## src/rtl/ldm_stm_sequencer_if.sv

```systemverilog
// Memory-side bus of the LDM/STM sequencer.
// One outstanding beat: mem_req held with stable payload until mem_ack.
interface ldm_stm_sequencer_if;
    logic        mem_req;
    logic [31:0] mem_addr;
    logic [31:0] mem_wdata;
    logic        mem_we;
    logic        mem_ack;
    logic [31:0] mem_rdata;

    modport master (
        output mem_req,
        output mem_addr,
        output mem_wdata,
        output mem_we,
        input  mem_ack,
        input  mem_rdata
    );

    modport slave (
        input  mem_req,
        input  mem_addr,
        input  mem_wdata,
        input  mem_we,
        output mem_ack,
        output mem_rdata
    );
endinterface

```

## src/rtl/ldm_stm_sequencer.sv

```systemverilog
// LDM/STM block-transfer sequencer: walks the register list in
// ascending order, one memory beat per ack, optional base writeback.
module ldm_stm_sequencer (
    input  logic                        clk,
    input  logic                        reset,
    input  logic                        start,
    input  logic                        is_load,
    input  logic                        up,
    input  logic                        pre,
    input  logic                        wback,
    input  logic [3:0]                  rn,
    input  logic [31:0]                 base,
    input  logic [15:0]                 reglist,
    output logic [3:0]                  rf_ra,
    input  logic [31:0]                 rf_rd,
    output logic [3:0]                  rf_wa,
    output logic [31:0]                 rf_wd,
    output logic [1:0]                  rf_we,
    ldm_stm_sequencer_if.master         mem,
    output logic                        busy,
    output logic                        done
);

    typedef enum logic [2:0] {
        IDLE,
        XFER,
        LWB,
        WB,
        FIN
    } state_t;

    state_t      state;
    state_t      state_nx;

    logic        load_q;
    logic [3:0]  rn_q;
    logic        wb_en_q;
    logic [31:0] wb_val_q;
    logic [15:0] mask_q;
    logic [31:0] addr_q;
    logic        ld_pend;
    logic [3:0]  ld_reg;
    logic [31:0] ld_data;

    logic [4:0]  n_in;
    logic [31:0] off_in;
    logic [31:0] addr_in;
    logic [31:0] wbv_in;
    logic        wb_en_in;
    logic [3:0]  cur;
    logic        last;
    logic        beat;

    // Command decode: register count, start address and writeback value
    always_comb begin
        n_in = 5'd0;
        for (int i = 0; i < 16; i++) begin
            n_in = n_in + {4'd0, reglist[i]};
        end
        off_in = {25'd0, n_in, 2'b00};
        case ({up, pre})
            2'b10:   addr_in = base;
            2'b11:   addr_in = base + 32'd4;
            2'b00:   addr_in = base - off_in + 32'd4;
            default: addr_in = base - off_in;
        endcase
        wbv_in = up ? base + off_in : base - off_in;
        // A loaded base register takes priority over the writeback
        wb_en_in = wback && !(is_load && reglist[rn]);
    end

    // Lowest pending register and end-of-list detection
    always_comb begin
        cur = 4'd0;
        for (int i = 15; i >= 0; i--) begin
            if (mask_q[i]) cur = 4'(i);
        end
        last = (mask_q & (mask_q - 16'd1)) == 16'd0;
        beat = (state == XFER) && mem.mem_ack;
    end

    // State register
    always_ff @(posedge clk or posedge reset) begin
        if (reset) state <= IDLE;
        else       state <= state_nx;
    end

    // Next-state logic
    always_comb begin
        state_nx = state;
        case (state)
            IDLE: begin
                if (start) state_nx = (n_in == 5'd0) ? FIN : XFER;
            end
            XFER: begin
                if (beat && last) begin
                    if (load_q)       state_nx = LWB;
                    else if (wb_en_q) state_nx = WB;
                    else              state_nx = FIN;
                end
            end
            LWB:     state_nx = wb_en_q ? WB : FIN;
            WB:      state_nx = FIN;
            FIN:     state_nx = IDLE;
            default: state_nx = IDLE;
        endcase
    end

    // Bus and register-file outputs decoded from state
    always_comb begin
        mem.mem_req   = 1'b0;
        mem.mem_addr  = 32'd0;
        mem.mem_wdata = 32'd0;
        mem.mem_we    = 1'b0;
        rf_ra         = 4'd0;
        rf_we         = 2'b00;
        rf_wa         = 4'd0;
        rf_wd         = 32'd0;
        busy          = (state != IDLE);
        if (state == XFER) begin
            mem.mem_req  = 1'b1;
            mem.mem_addr = addr_q;
            mem.mem_we   = !load_q;
            if (!load_q) begin
                rf_ra         = cur;
                mem.mem_wdata = rf_rd;
            end
        end
        if (ld_pend) begin
            rf_we = 2'b11;
            rf_wa = ld_reg;
            rf_wd = ld_data;
        end else if (state == WB) begin
            rf_we = 2'b11;
            rf_wa = rn_q;
            rf_wd = wb_val_q;
        end
    end

    // Command latch, beat bookkeeping and load-data capture
    always_ff @(posedge clk or posedge reset) begin
        if (reset) begin
            load_q   <= 1'b0;
            rn_q     <= 4'd0;
            wb_en_q  <= 1'b0;
            wb_val_q <= 32'd0;
            mask_q   <= 16'd0;
            addr_q   <= 32'd0;
            ld_pend  <= 1'b0;
            ld_reg   <= 4'd0;
            ld_data  <= 32'd0;
            done     <= 1'b0;
        end else begin
            ld_pend <= beat && load_q;
            done    <= (state == FIN);
            if (state == IDLE && start) begin
                load_q   <= is_load;
                rn_q     <= rn;
                wb_en_q  <= wb_en_in;
                wb_val_q <= wbv_in;
                mask_q   <= reglist;
                addr_q   <= addr_in;
            end
            if (beat) begin
                mask_q <= mask_q & (mask_q - 16'd1);
                addr_q <= addr_q + 32'd4;
                if (load_q) begin
                    ld_reg  <= cur;
                    ld_data <= mem.mem_rdata;
                end
            end
        end
    end

endmodule

```

## src/flat_wrapper.sv

```systemverilog
// flat-port wrapper written by rule: the top's interface ports become plain ports
module ldm_stm_sequencer_flat 
  (clk, reset, start, is_load, up, pre, wback, rn, base, reglist, rf_ra, rf_rd, rf_wa, rf_wd, rf_we, busy, done, mem_mem_req, mem_mem_addr, mem_mem_wdata, mem_mem_we, mem_mem_ack, mem_mem_rdata);
  ldm_stm_sequencer_if mem_i ();
  input  logic clk;
  input  logic reset;
  input  logic start;
  input  logic is_load;
  input  logic up;
  input  logic pre;
  input  logic wback;
  input  logic [3:0] rn;
  input  logic [31:0] base;
  input  logic [15:0] reglist;
  output logic [3:0] rf_ra;
  input  logic [31:0] rf_rd;
  output logic [3:0] rf_wa;
  output logic [31:0] rf_wd;
  output logic [1:0] rf_we;
  output logic busy;
  output logic done;
  output wire logic [$bits(mem_i.mem_req)-1:0] mem_mem_req;
  output wire logic [$bits(mem_i.mem_addr)-1:0] mem_mem_addr;
  output wire logic [$bits(mem_i.mem_wdata)-1:0] mem_mem_wdata;
  output wire logic [$bits(mem_i.mem_we)-1:0] mem_mem_we;
  input wire logic [$bits(mem_i.mem_ack)-1:0] mem_mem_ack;
  input wire logic [$bits(mem_i.mem_rdata)-1:0] mem_mem_rdata;
  assign mem_mem_req = mem_i.mem_req;
  assign mem_mem_addr = mem_i.mem_addr;
  assign mem_mem_wdata = mem_i.mem_wdata;
  assign mem_mem_we = mem_i.mem_we;
  assign mem_i.mem_ack = mem_mem_ack;
  assign mem_i.mem_rdata = mem_mem_rdata;
  ldm_stm_sequencer u_core (.clk(clk), .reset(reset), .start(start), .is_load(is_load), .up(up), .pre(pre), .wback(wback), .rn(rn), .base(base), .reglist(reglist), .rf_ra(rf_ra), .rf_rd(rf_rd), .rf_wa(rf_wa), .rf_wd(rf_wd), .rf_we(rf_we), .mem(mem_i), .busy(busy), .done(done));
endmodule
```

## config.mk

```make
export PLATFORM = sky130hd
export DESIGN_NAME = ldm_stm_sequencer_flat
export DESIGN_NICKNAME = d
export VERILOG_FILES = /design/src/rtl/ldm_stm_sequencer_if.sv /design/src/rtl/ldm_stm_sequencer.sv /design/src/flat_wrapper.sv
export SDC_FILE = /design/constraint.sdc
export NUM_CORES = 1
export LEC_CHECK = 0
export ABC_AREA = 1
export CAP_MARGIN = 20
export CORE_UTILIZATION = 50
export CTS_CLUSTER_DIAMETER = 30
export DETAILED_ROUTE_END_ITERATION = 8
export DONT_BUFFER_PORTS = 1
export PLACE_DENSITY = 0.66
export SLEW_MARGIN = 10
export SYNTH_ARGS = -nofsm -noshare
export SYNTH_HDL_FRONTEND = slang
export SYNTH_SLANG_ARGS = --single-unit
```

## constraint.sdc

```tcl
create_clock -name clk -period 7.85 [get_ports clk]
set_input_delay 1.1775 -clock clk [delete_from_list [all_inputs] [get_ports clk]]
set_output_delay 1.1775 -clock clk [all_outputs]
set_load 0.02 [all_outputs]
```

==> metrics.txt <==
status complete, no violations; initial antenna violation count 0; reg2reg path depth 7; total core area 0.0229 mm^2; commonest cells after routing, fill and taps aside nand2_1 (608), nor2_1 (197), inv_1 (196); Critical R2R Capture u_core.addr_q[23]; DRC Markers 0; post-synthesis cell area about 0.012 mm^2; post-synthesis cell count 1913; Yosys cell types 55; Slowest-stage cell, CP fa_1; Largest regs u_core.addr_q (32), u_core.ld_data (32), u_core.wb_val_q (32); fillers 2386; die span in y 156 um; Hold EP u_core.ld_data[26]; syn_nets 2070; maximum VDD drop 0.153 mV; final wirelength 38.6 mm; fin nets 2009; Crit path buffers/inverters 3; antenna fix cells 0; clock-pin slew on the worst setup and hold paths approximately 0.07 ns; Setup WS post-layout slightly below 1 ns; worst relative slew slack 0.306; sequential fraction of the synthesis area 0.269; routed vias/inst 5.69; number of H-tree levels 4; first-pass GRT wire length 59.4 mm; setup repair after global routing missed its margin no; Max Buffers Root-to-Sink 2; DR WL/cell 17.7 um; setup tns final 0 ns; First-pass DRT Iterations 7; crit share post-route 0.875; WP data arrival 7.19 ns; DRT antenna net count 0; worst path required time 8.17 ns; CP most frequent cell fa_1; most common cell after layout, fill and taps aside nand2_1; post-CTS setup buffers 0; P&R area growth vs syn 5.86%; Synth Register Bits 127; hold-critical path depth 2; Slew @ Worst Pin 1.04 ns; Synth area leader dfrtp_1; Crit Path Max Fanout 9; worst min path class register to register; die width ~160 um; power density cells 367 mW/mm^2; Rows 55; Hold Crit Start u_core.ld_data[26]; largest net degree at the start of global routing 67; Crit Path Category primary input to register; Post-CTS Resized 0; routed vias 12392; final setup fails 0; # hold bufs at CTS 0; PortBufs 0; Critical Path, Cell by Cell ha_1 -> inv_1 -> fa_1 -> inv_1 -> fa_1 -> fa_1 -> inv_1 -> fa_1 -> fa_1 -> fa_1 -> xnor2_1 -> ha_1 -> nand3_1 -> nand2_1 -> a31oi_1 -> nor2_1 -> nand4_1 -> nor2_1 -> nand2_1 -> nor2_1 -> nand4_1 -> xnor2_1 -> o21ai_0 -> nand2_1; Worst Clk Skew roughly 0.018 ns; startpoint types primary input; Core Util, Final 0.546; Detailed Route Iter0 Violations 1166; CTS tree built; clock buffer count from CTS 17; Clock Sink Count 127; slowest stage delay, CP 0.51 ns; GRT Overall Usage 0.315; io pins 234; leakage power 6.06 nW; Crit. End Element register; Synth top area share 0.269; die area 0.0243 mm^2; Synth area leaders dfrtp_1 (27%), nand2_1 (19%), inv_1 (6.3%); Mean Syn Cell Area 6.18 um^2; reg-to-reg slack, setup 3.65 ns; clock latency on the worst-skew pair 0.45 ns; clk root buf clkbuf_16; GPL Wtd Cong 1.01; hpwl dp 29.2 mm; max_cap viols 0; Congestion Overflow GR 0; Worst R2R Start u_core.state[1]; worst slack, placed ~0.56 ns; CP delay by family, top adder cells; vias in the first global route 11379; Initial Utilization 0.516; max-slew violation count 0; Hold Fails Final Rpt 0; Final Critical Period 6.87 ns; Yosys warning count 0; Max Freq 0.146 GHz; layout cells sized above 1 0.0820
Yosys cell counts, drive strengths merged:
library cell and number:
o21ai 161, fa 12, clkinv 5, xor2 22, a22o 2, xnor2 2, nor4b 1, ha 21
o211ai 12, clkbuf 63, or2 5, dlygate4sd1 1, a21oi 114, nand2 631, dfrtp 127, buf 29
nand3 136, a221oi 2, a22oi 9, nand4 33, a2bb2oi 1, o22ai 6, and2 4, o21bai 1
o221ai 9, a211oi 2, nor3 18, mux2 1, nor2 231, o41ai 1, a221o 1, a31oi 14
nand3b 4, o31ai 2, a32oi 3, nor4 11, inv 210, o21a 6
worst max path at each step:
stage	startpoint	end	slack, ns	cells after the start
finish	reglist[0]	u_core.wb_val_q[31]	0.98	24
global route	reglist[0]	u_core.wb_val_q[27]	0.66	24
CTS	reglist[0]	u_core.wb_val_q[31]	1.01	24
detailed placement	reglist[0]	u_core.wb_val_q[31]	0.56	24
global placement	reglist[0]	u_core.wb_val_q[31]	0.60	24
floorplan	reglist[0]	u_core.addr_q[26]	1.24	28
area by class of cell:
| type | count | area, um^2 | share of cell area |
|---|---|---|---|
| clock buffer | 17 | 425 | 0.0340 |
| clock inverter | 15 | 188 | 0.0150 |
| inverter | 215 | 812 | 0.0649 |
| multi-input combinational | 1478 | 7410 | 0.592 |
| sequential | 127 | 3180 | 0.254 |
| tap | 313 | 392 | 0.0313 |
| timing repair buffer | 13 | 118 | 0.00939 |
worst min-delay path, delay by kind of cell, from the launching register on:
kind             cells  cell delay, ns
DFF                  1            0.34
and+or+nand+nor      2            0.10
report_power, final:
group | internal [mW] | total, mW | switching [mW]
registers | 0.966 | 1.18 | 0.216
clock network | 0.460 | 0.847 | 0.387
logic | 0.721 | 2.57 | 1.85
total | 2.15 | 4.60 | 2.45
logic make-up (layout without fill, tap and decap cells):
logic type,after synthesis,after routing,synth area share
AND/OR/NAND/NOR,1074,1074,0.399
multiplexers,1,1,0.000952
adder cells (fa/ha/maj),33,33,0.0425
AO/OA/AOI/OAI,346,346,0.165
XOR/XNOR,24,24,0.0178
flip-flops,127,127,0.269
buffers and inverters,308,260,0.105
through the flow:
step	instances	total power, mW	instance area (um^2)	hold slack [ns]
final	2178	4.60	12500	0.471
after floorplan	1913	3.22	11800	0.442
after global placement	2145	3.69	11900	0.454
after global routing	2178	4.97	12500	0.496
after CTS	2178	4.60	12500	0.474
after detailed placement	2146	3.74	11900	0.458
metal layers:
| layer | GRT usage | wire length [um] | vias up |
|---|---|---|---|
| li1 | - | - | 6050 |
| met1 | 0.389 | 16000 | 5780 |
| met2 | 0.543 | 18700 | 483 |
| met3 | 0.0558 | 2630 | 79 |
| met4 | 0.123 | 1250 | 0 |
| met5 | 0 | 0 | - |
No activity file was read; power rests on OpenSTA's default activity.
